**src/rtl/frame_aligner_pkg.sv**
```systemverilog
// Shared types and constants for the LTC ADC frame aligner.
// The alignment FSM states and the widths of its counters live here.
package frame_aligner_pkg;

  typedef enum logic [2:0] {
    IDLE,
    CHECK,
    SLIP,
    SETTLE,
    LOCKED,
    FAIL
  } state_t;

  localparam logic [7:0] DEFAULT_PATTERN = 8'hF0;

  localparam int SLIP_W  = 4;
  localparam int WAIT_W  = 4;
  localparam int MATCH_W = 8;
  localparam int ERR_W   = 4;

endpackage

```
**src/rtl/frame_aligner_lane_interleave.sv**
```systemverilog
// Registered bit-interleaver: merges the two DDR lane words into one ADC sample.
// Lane A carries the odd sample bits and lane B the even ones, both MSB first.
module lane_interleave (
  input  logic        clk,
  input  logic        reset_n,
  input  logic [7:0]  data_a,
  input  logic [7:0]  data_b,
  input  logic        valid_in,
  output logic [15:0] sample,
  output logic        sample_valid
);

  logic [15:0] woven;

  always_comb begin
    woven = '0;
    for (int i = 0; i < 8; i++) begin
      woven[2*i+1] = data_a[i];
      woven[2*i]   = data_b[i];
    end
  end

  always_ff @(posedge clk) begin
    if (!reset_n) begin
      sample       <= '0;
      sample_valid <= 1'b0;
    end else begin
      sample       <= woven;
      sample_valid <= valid_in;
    end
  end

endmodule

```
**src/rtl/frame_aligner.sv**
```systemverilog
// Frame aligner for the 2-lane LTC ADC ISERDES: drives bitslip until the frame
// word matches, holds lock with mismatch tolerance, and emits interleaved samples.
module frame_aligner
  import frame_aligner_pkg::*;
#(
  parameter logic [7:0]  FRAME_PATTERN = DEFAULT_PATTERN,
  parameter int unsigned SETTLE_CYCLES = 4,
  parameter int unsigned LOCK_COUNT    = 16,
  parameter int unsigned MAX_SLIPS     = 8,
  parameter int unsigned UNLOCK_ERRORS = 4
) (
  input  logic        sample_clk,
  input  logic        reset_n,
  input  logic        enable,
  input  logic [7:0]  frame_word,
  input  logic [7:0]  data_a,
  input  logic [7:0]  data_b,
  output logic        bitslip,
  output logic        locked,
  output logic        align_err,
  output logic [3:0]  slip_count,
  output logic [15:0] sample,
  output logic        sample_valid
);

  localparam logic [WAIT_W-1:0]  SETTLE_INIT = WAIT_W'(SETTLE_CYCLES);
  localparam logic [MATCH_W-1:0] LOCK_LAST   = MATCH_W'(LOCK_COUNT - 1);
  localparam logic [SLIP_W-1:0]  SLIP_MAX    = SLIP_W'(MAX_SLIPS);
  localparam logic [ERR_W-1:0]   ERR_LAST    = ERR_W'(UNLOCK_ERRORS - 1);

  state_t               state, state_nxt;
  logic [SLIP_W-1:0]    slip_cnt, slip_cnt_nxt;
  logic [WAIT_W-1:0]    wait_cnt, wait_cnt_nxt;
  logic [MATCH_W-1:0]   match_cnt, match_cnt_nxt;
  logic [ERR_W-1:0]     err_cnt, err_cnt_nxt;
  logic                 frame_match;

  assign frame_match = (frame_word == FRAME_PATTERN);

  // enable low behaves like reset for the FSM so a bitslip in flight is dropped
  always_ff @(posedge sample_clk) begin
    if (!reset_n || !enable) begin
      state     <= IDLE;
      slip_cnt  <= '0;
      wait_cnt  <= '0;
      match_cnt <= '0;
      err_cnt   <= '0;
    end else begin
      state     <= state_nxt;
      slip_cnt  <= slip_cnt_nxt;
      wait_cnt  <= wait_cnt_nxt;
      match_cnt <= match_cnt_nxt;
      err_cnt   <= err_cnt_nxt;
    end
  end

  always_comb begin
    state_nxt     = state;
    slip_cnt_nxt  = slip_cnt;
    wait_cnt_nxt  = wait_cnt;
    match_cnt_nxt = match_cnt;
    err_cnt_nxt   = err_cnt;
    case (state)
      IDLE: begin
        state_nxt     = CHECK;
        slip_cnt_nxt  = '0;
        wait_cnt_nxt  = '0;
        match_cnt_nxt = '0;
        err_cnt_nxt   = '0;
      end
      CHECK: begin
        if (frame_match) begin
          if (match_cnt == LOCK_LAST) begin
            state_nxt     = LOCKED;
            match_cnt_nxt = '0;
            err_cnt_nxt   = '0;
          end else begin
            match_cnt_nxt = match_cnt + 1'b1;
          end
        end else begin
          match_cnt_nxt = '0;
          state_nxt     = (slip_cnt == SLIP_MAX) ? FAIL : SLIP;
        end
      end
      SLIP: begin
        if (slip_cnt != SLIP_MAX) slip_cnt_nxt = slip_cnt + 1'b1;
        wait_cnt_nxt = SETTLE_INIT;
        state_nxt    = SETTLE;
      end
      SETTLE: begin
        // leaving on the last count keeps pulses SETTLE_CYCLES+2 cycles apart
        if (wait_cnt != '0) wait_cnt_nxt = wait_cnt - 1'b1;
        if (wait_cnt <= 1) state_nxt = CHECK;
      end
      LOCKED: begin
        if (frame_match) begin
          err_cnt_nxt = '0;
        end else if (err_cnt == ERR_LAST) begin
          err_cnt_nxt   = '0;
          slip_cnt_nxt  = '0;
          match_cnt_nxt = '0;
          state_nxt     = SLIP;
        end else begin
          err_cnt_nxt = err_cnt + 1'b1;
        end
      end
      FAIL: state_nxt = FAIL;
      default: state_nxt = IDLE;
    endcase
  end

  assign bitslip    = (state == SLIP);
  assign locked     = (state == LOCKED);
  assign align_err  = (state == FAIL);
  assign slip_count = slip_cnt;

  // sample_valid qualifies sample in the same cycle; there is no backpressure
  lane_interleave u_lane_interleave (
    .clk          (sample_clk),
    .reset_n      (reset_n),
    .data_a       (data_a),
    .data_b       (data_b),
    .valid_in     (enable && (state == LOCKED) && frame_match),
    .sample       (sample),
    .sample_valid (sample_valid)
  );

endmodule

```
**config.mk**
```make
export PLATFORM = sky130hd
export DESIGN_NAME = frame_aligner
export DESIGN_NICKNAME = d
export VERILOG_FILES = /design/src/rtl/frame_aligner_pkg.sv /design/src/rtl/frame_aligner_lane_interleave.sv /design/src/rtl/frame_aligner.sv
export SDC_FILE = /design/constraint.sdc
export NUM_CORES = 1
export LEC_CHECK = 0
export ABC_CLOCK_PERIOD_IN_PS = 2650
export CAP_MARGIN = 20
export CORE_ASPECT_RATIO = 0.8
export CORE_MARGIN = 10
export CORE_UTILIZATION = 34
export CTS_BUF_LIST = sky130_fd_sc_hd__clkbuf_2
export DETAILED_ROUTE_END_ITERATION = 6
export MAX_ROUTING_LAYER = met4
export SYNTH_ARGS = -nofsm -noshare
export SYNTH_HDL_FRONTEND = slang
export SYNTH_SLANG_ARGS = --single-unit
export TNS_END_PERCENT = 50
```
**constraint.sdc**
```tcl
create_clock -name sample_clk -period 2.65 [get_ports sample_clk]
set_clock_uncertainty 0.15 [all_clocks]
set_input_delay 0.53 -clock sample_clk [delete_from_list [all_inputs] [get_ports sample_clk]]
set_output_delay 0.53 -clock sample_clk [all_outputs]
set_load 0.01 [all_outputs]
```
==> results_dict.tcl, run 1 <==
set metrics [dict create \
    routability_congestion 0.7977 \
    grt_first_pass_wirelength_um 7562 \
    core_region_area_mm2 0.005094 \
    cts_inserted_buffers 5 \
    synth_edf_count 0 \
    leading_cell_type_by_number_of_instances_after_synthesis "sky130_fd_sc_hd__dfxtp_1" \
    warnings_from_yosys 0 \
    post_cts_hold_buffer_count 0 \
    min_path_type "register to register" \
    area_share_of_the_largest_cell_type_after_synthesis 0.4405 \
    place.port_buffers 50 \
    row_count 23 \
    first_iter_violations 56 \
    origin_of_the_worst_min_delay_path "match_cnt[7]" \
    setup_violations 0 \
    global_route.usage.total 0.1101 \
    yosysTopAreaCell "sky130_fd_sc_hd__dfxtp_1" \
    postRouteAntennaNets 0 \
    ios 51 \
    tritoncts "yes" \
    final_period_minus_worst_setup_slack_ns 2.519 \
    worst_pin_slew_ns 0.4348 \
    max-clock-path-buffers 2 \
    worst-endpoint-arrival_ns 1.84 \
    leading_register_cell_type_out_of_synthesis "sky130_fd_sc_hd__dfxtp_1" \
    hpwlAfterDp_um 3519 \
    drt_drc_violations_left 0 \
    status "finished clean" \
    final_area_mm2 0.002472 \
    postRouteWirelength_um 4484 \
    postCtsSetupBuffers 0 \
    floorplan.initialDensity 0.3569 \
    final_clock_period_utilization_by_the_worst_path 0.9505 \
    finalNetCount 299 \
    synth.cell_area_mm2 0.001818 \
    grt_start_max_net_pins 18 \
    ys_async_sr_fraction 0 \
    drt_first_pass_iters 4 \
    synthesis.instances 210 \
    insertion_delay_ns 0.38 \
    crit_required_ns 1.97 \
    ir_drop_v 0.0002321 \
    yosysSeqAreaShare 0.4405 \
    cp-end-kind "output pin" \
    postSynthNetCount 243 \
    place_area_mm2 0.002402 \
    fp.dieArea_mm2 0.008690 \
    grt_antenna_before_repair 0 \
    post_synth_main_area_contributors "sky130_fd_sc_hd__dfxtp_1 44%, sky130_fd_sc_hd__and2_1 6.2%, sky130_fd_sc_hd__nor2_1 4.5%" \
    timing_worst_setup_path_type "register to output pin" \
    netlist_top_cells_count "40 x sky130_fd_sc_hd__dfxtp_1, 22 x sky130_fd_sc_hd__nor2_1, 18 x sky130_fd_sc_hd__and2_1" \
    clock_sink_count 40 \
    clock_slew_seen_by_the_registers_of_the_worst_setup_and_hold_paths_ns 0.21 \
    worstPathMaxFanout 8 \
    drv_cap 0 \
    first_global_vias 1624 \
    dr_total_vias 1678 \
    wl_per_cell_um 13.63 \
    total_grt_overflow 0 \
    timing.critical_path.from_type "register" \
    number_of_distinct_library_cells_after_synthesis 45 \
    post_synth.cell_area_avg_um2 8.657 \
    setup_total_neg_slack_ns 0 \
    yosys_reg_bits 40 \
    floorplan.die.height_um 85.41 \
    slew_headroom 0.7075 \
    pwr_density_cell_mw_per_mm2 451.0 \
    areaGrowthSynthToFinish_pct 35.99 \
    drive_gt1_frac 0.08989 \
    power.leakage_uw 0.0009402 \
    worst_r2r_startpoint "err_cnt[0]" \
    antenna_cells 0 \
    rsz_0062_raised_after_global_routing "false" \
    cts.htree.levels 2 \
    cts_root_buf "sky130_fd_sc_hd__clkbuf_2" \
    crit_start "state[2]" \
    slew_viol_final 0 \
    highest_clock_frequency_the_design_can_meet_ghz 0.3970 \
    die_w_um 101.8 \
    report.final.hold_viol_count 0 \
    post_drt_via_cell_ratio 5.100 \
]
-- kinds of logic (layout without fill, tap and decap cells) --
family                     after synthesis  after routing  share of synthesized area
buffers and inverters                   15             72                    0.03785
xor gates and xnor gates                 2              2                   0.009637
muxes                                    2              2                    0.01101
adders and majority gates                6              6                    0.04129
AOI/OAI and AO/OA                       39             39                     0.1328
DFF                                     40             40                     0.4405
and+or+nand+nor                        106            106                     0.3269
-- flip-flops by register name, summed over array words and instances, names as in the netlist --
register                        cells
u_lane_interleave.sample           16
match_cnt                           8
err_cnt                             4
slip_count                          4
wait_cnt                            4
state                               3
u_lane_interleave.sample_valid      1
-- where the power goes --
group	switching, uW	internal (uW)
registers	7.54	618
logic	51.6	77.3
clock network	203	158
total	262	853
-- critical path, cell delays in order (launching register included) --
cell	delay [ns]
sky130_fd_sc_hd__dfxtp_1	0.41
sky130_fd_sc_hd__nor2b_1	0.20
sky130_fd_sc_hd__and2_2	0.26
sky130_fd_sc_hd__clkdlybuf4s50_1	0.58
-- metrics by stage --
step | util | hold WS, ns | setup WS (ns) | instances | total power, uW
floorplan | - | 0.3081 | 0.6333 | 210 | 689.5
detailed placement | 0.4716 | 0.3478 | 0.1356 | 321 | 767.5
CTS | 0.4851 | 0.3715 | 0.006881 | 329 | 1131
finish | 0.4854 | 0.3653 | 0.1311 | 329 | 1115
global placement | 0.4716 | 0.3447 | 0.1620 | 321 | 767.4
global route | 0.4854 | 0.4087 | 0.01880 | 329 | 1166
-- cell type report --
type | instances | area (um^2)
tap | 62 | 77.57
fill | 488 | 2621
sequential | 40 | 802.0
clock buffer | 5 | 25.02
timing repair buffer | 56 | 545.5
clock inverter | 3 | 42.54
inverter | 8 | 30.03
multi-input combinational | 155 | 949.7
-- placed cells by master, fill, tap and decap left out, types with 5 or more instances in the layout --
cell	count
sky130_fd_sc_hd__nor3_1	9
sky130_fd_sc_hd__nand2_1	16
sky130_fd_sc_hd__ha_1	6
sky130_fd_sc_hd__and2_1	17
sky130_fd_sc_hd__nand3_1	15
sky130_fd_sc_hd__clkbuf_2	5
sky130_fd_sc_hd__o21ai_0	12
sky130_fd_sc_hd__inv_1	8
sky130_fd_sc_hd__buf_4	6
sky130_fd_sc_hd__nor2_1	22
sky130_fd_sc_hd__a21oi_1	9
sky130_fd_sc_hd__clkdlybuf4s50_1	50
sky130_fd_sc_hd__dfxtp_1	39
-- what timing repair did --
item | 4_1_cts | 5_1_grt
gates resized for setup | 1 | 1
endpoints found under the hold margin | 0 | 0
setup endpoints to repair | 2 | 1
-- final timing paths --
path / cells past startpoint / to / slack (ns)
setup / recovery: 3 / bitslip / 0.13
hold / removal: 2 / match_cnt[7] / 0.37
setup reg to reg: 6 / state[1] / 0.40
hold reg to reg: 2 / match_cnt[7] / 0.37
-- routing by layer --
layer | GRT usage | wire length (um) | up-vias
met5 | - | 0 | -
met4 | 0.04021 | 48 | 0
met3 | 0.03160 | 187 | 4
met1 | 0.1309 | 2059 | 781
met2 | 0.1723 | 2188 | 36
li1 | - | - | 857
(Power assumes the default switching activity.)
==> run 2: changes to the inputs <==
- CORE_ASPECT_RATIO: 0.8 -> not set
- GPL_ROUTABILITY_DRIVEN: not set -> 0
- SLEW_MARGIN: not set -> 0
==> results_dict.tcl, run 2 (synthesized netlist as in run 1, its figures left out) <==
set metrics [dict create \
    status "finished clean" \
    tritoncts "yes" \
    global_route.usage.total 0.1135 \
    floorplan.die.height_um 93.13 \
    post_cts_hold_buffer_count 0 \
    critical_path.cell_chain "buf_4 -> nor2b_2 -> and2_1 -> clkdlybuf4s50_1" \
    timing_worst_setup_path_type "register to output pin" \
    max_flop_register "u_lane_interleave.sample" \
    fin_ws_ns 0.1430 \
    drv_cap 0 \
    ir_drop_v 0.0002243 \
    cts_root_buf "sky130_fd_sc_hd__clkbuf_2" \
    setup_total_neg_slack_ns 0 \
    clock_sink_count 40 \
    hpwlAfterDp_um 3530 \
    slew_headroom 0.7000 \
    post-layout-total-power_uw 1127 \
    finalNetCount 302 \
    report.final.hold_viol_count 0 \
    final_area_mm2 0.002510 \
    place.detailed.instances 332 \
    worst_pin_slew_ns 0.4499 \
    highest_clock_frequency_the_design_can_meet_ghz 0.3989 \
    postRouteAntennaNets 0 \
    first_iter_violations 133 \
    cp-end-kind "output pin" \
    floorplan.initialDensity 0.3537 \
    timing.critical_path.from_type "register" \
    largest_register_ffs 16 \
    place_area_mm2 0.002435 \
    cts_inserted_buffers 5 \
    grt_first_pass_wirelength_um 7845 \
    clock_slew_seen_by_the_registers_of_the_worst_setup_and_hold_paths_ns 0.22 \
    dr_total_vias 1660 \
    cp_num_buf_inv 2 \
    cp_slowest_cell "sky130_fd_sc_hd__clkdlybuf4s50_1" \
    detailedPlace.worstSlack_ns 0.1022 \
    postRouteWirelength_um 4622 \
    insertion_delay_ns 0.40 \
    ios 51 \
    post_drt_via_cell_ratio 4.882 \
    worst-endpoint-arrival_ns 1.83 \
    mostFrequentLayoutCells "50 x sky130_fd_sc_hd__clkdlybuf4s50_1, 38 x sky130_fd_sc_hd__dfxtp_1, 22 x sky130_fd_sc_hd__nor2_1" \
    final_period_minus_worst_setup_slack_ns 2.507 \
    slew_viol_final 0 \
    grt_antenna_before_repair 0 \
    antenna_cells 0 \
    wl_per_cell_um 13.59 \
    min_path_type "register to register" \
    reg2reg_slack_ns 0.45 \
    pwr_density_cell_mw_per_mm2 449.1 \
    place.port_buffers 50 \
    power.leakage_uw 0.0009550 \
    final_clock_period_utilization_by_the_worst_path 0.9460 \
    drt_drc_violations_left 0 \
    die_w_um 93.13 \
    layout.cells.most_common "sky130_fd_sc_hd__clkdlybuf4s50_1" \
    critical-path-top-delay-family "buffers and inverters" \
    worstPathMaxFanout 9 \
    grt_start_max_net_pins 18 \
    setup_violations 0 \
    row_count 26 \
    max-clock-path-buffers 2 \
    first_global_vias 1642 \
    crit_required_ns 1.97 \
    drt_first_pass_iters 4 \
    fp.dieArea_mm2 0.008672 \
    core_region_area_mm2 0.005140 \
    layout_top_registers "u_lane_interleave.sample: 16 flops, match_cnt: 8 flops" \
    cts.htree.levels 2 \
    total_grt_overflow 0 \
    postCtsSetupBuffers 0 \
    rsz_0062_raised_after_global_routing "false" \
    areaGrowthSynthToFinish_pct 38.06 \
    cp_slowest_stage_delay_ns 0.54 \
    drive_gt1_frac 0.1037 \
    stdcell_count 340 \
]
==> run 2: changes by cell type in the layout (fill, tap and decap cells not counted) <==
| cell | change |
|---|---|
| sky130_fd_sc_hd__nor2b_2 | +1 |
| sky130_fd_sc_hd__buf_4 | +3 |
| sky130_fd_sc_hd__dfxtp_1 | -1 |
| sky130_fd_sc_hd__nor2b_1 | -1 |
| sky130_fd_sc_hd__and2_2 | -1 |
| sky130_fd_sc_hd__dfxtp_4 | +1 |
| sky130_fd_sc_hd__and2_1 | +1 |
==> run 2: metal layers <==
layer	track usage	part of all wire	routed length [um]	up-vias
met2	0.1484	0.39	1799	60
met1	0.1435	0.49	2255	734
met5	-	0	0	-
met4	0.03342	0.0084	39	0
met3	0.06395	0.11	528	5
li1	-	-	-	861
==> run 2: final timing paths <==
| path | startpoint | to | cells after the start |
|---|---|---|---|
| max | state[1] | bitslip | 4 |
| min reg2reg | match_cnt[7] | match_cnt[7] | 2 |
| min | match_cnt[7] | match_cnt[7] | 2 |
| max reg2reg | err_cnt[0] | state[1] | 6 |
==> run 2: worst register-to-register path, stage by stage, from the launching register on <==
cell and delay [ns]:
sky130_fd_sc_hd__dfxtp_1 0.42, sky130_fd_sc_hd__ha_1 0.21, sky130_fd_sc_hd__nor3b_1 0.27, sky130_fd_sc_hd__a21boi_1 0.42
sky130_fd_sc_hd__o22ai_1 0.19, sky130_fd_sc_hd__a2111oi_0 0.38, sky130_fd_sc_hd__nor2_1 0.09
==> run 2: area by class of cell <==
cell class	count	area, um^2
multi-input combinational	155	950.9
timing repair buffer	59	568.0
clock inverter	3	42.54
tap	70	87.58
inverter	8	30.03
fill	532	2630
clock buffer	5	25.02
sequential	40	805.8
==> run 2: repair_timing <==
item	in CTS	in global routing
gates resized for setup	2	2
cloned	0	0
endpoints found under the setup margin	1	2
==> run 2: power breakdown <==
part	leakage (uW)	total (uW)	internal, uW	switching, uW
clock	0.0000390	370	157	212
combinational	0.000588	132	79.4	52.3
sequential	0.000328	626	618	7.69
total	0.000955	1130	855	273
==> run 2: metrics by stage <==
| step | util | hold slack (ns) |
|---|---|---|
| final | 0.4883 | 0.3470 |
| after global routing | 0.4883 | 0.3923 |
| after CTS | 0.4873 | 0.3508 |
| after detailed placement | 0.4737 | 0.3275 |
| after global placement | 0.4737 | 0.3265 |
| after floorplan | - | 0.3081 |
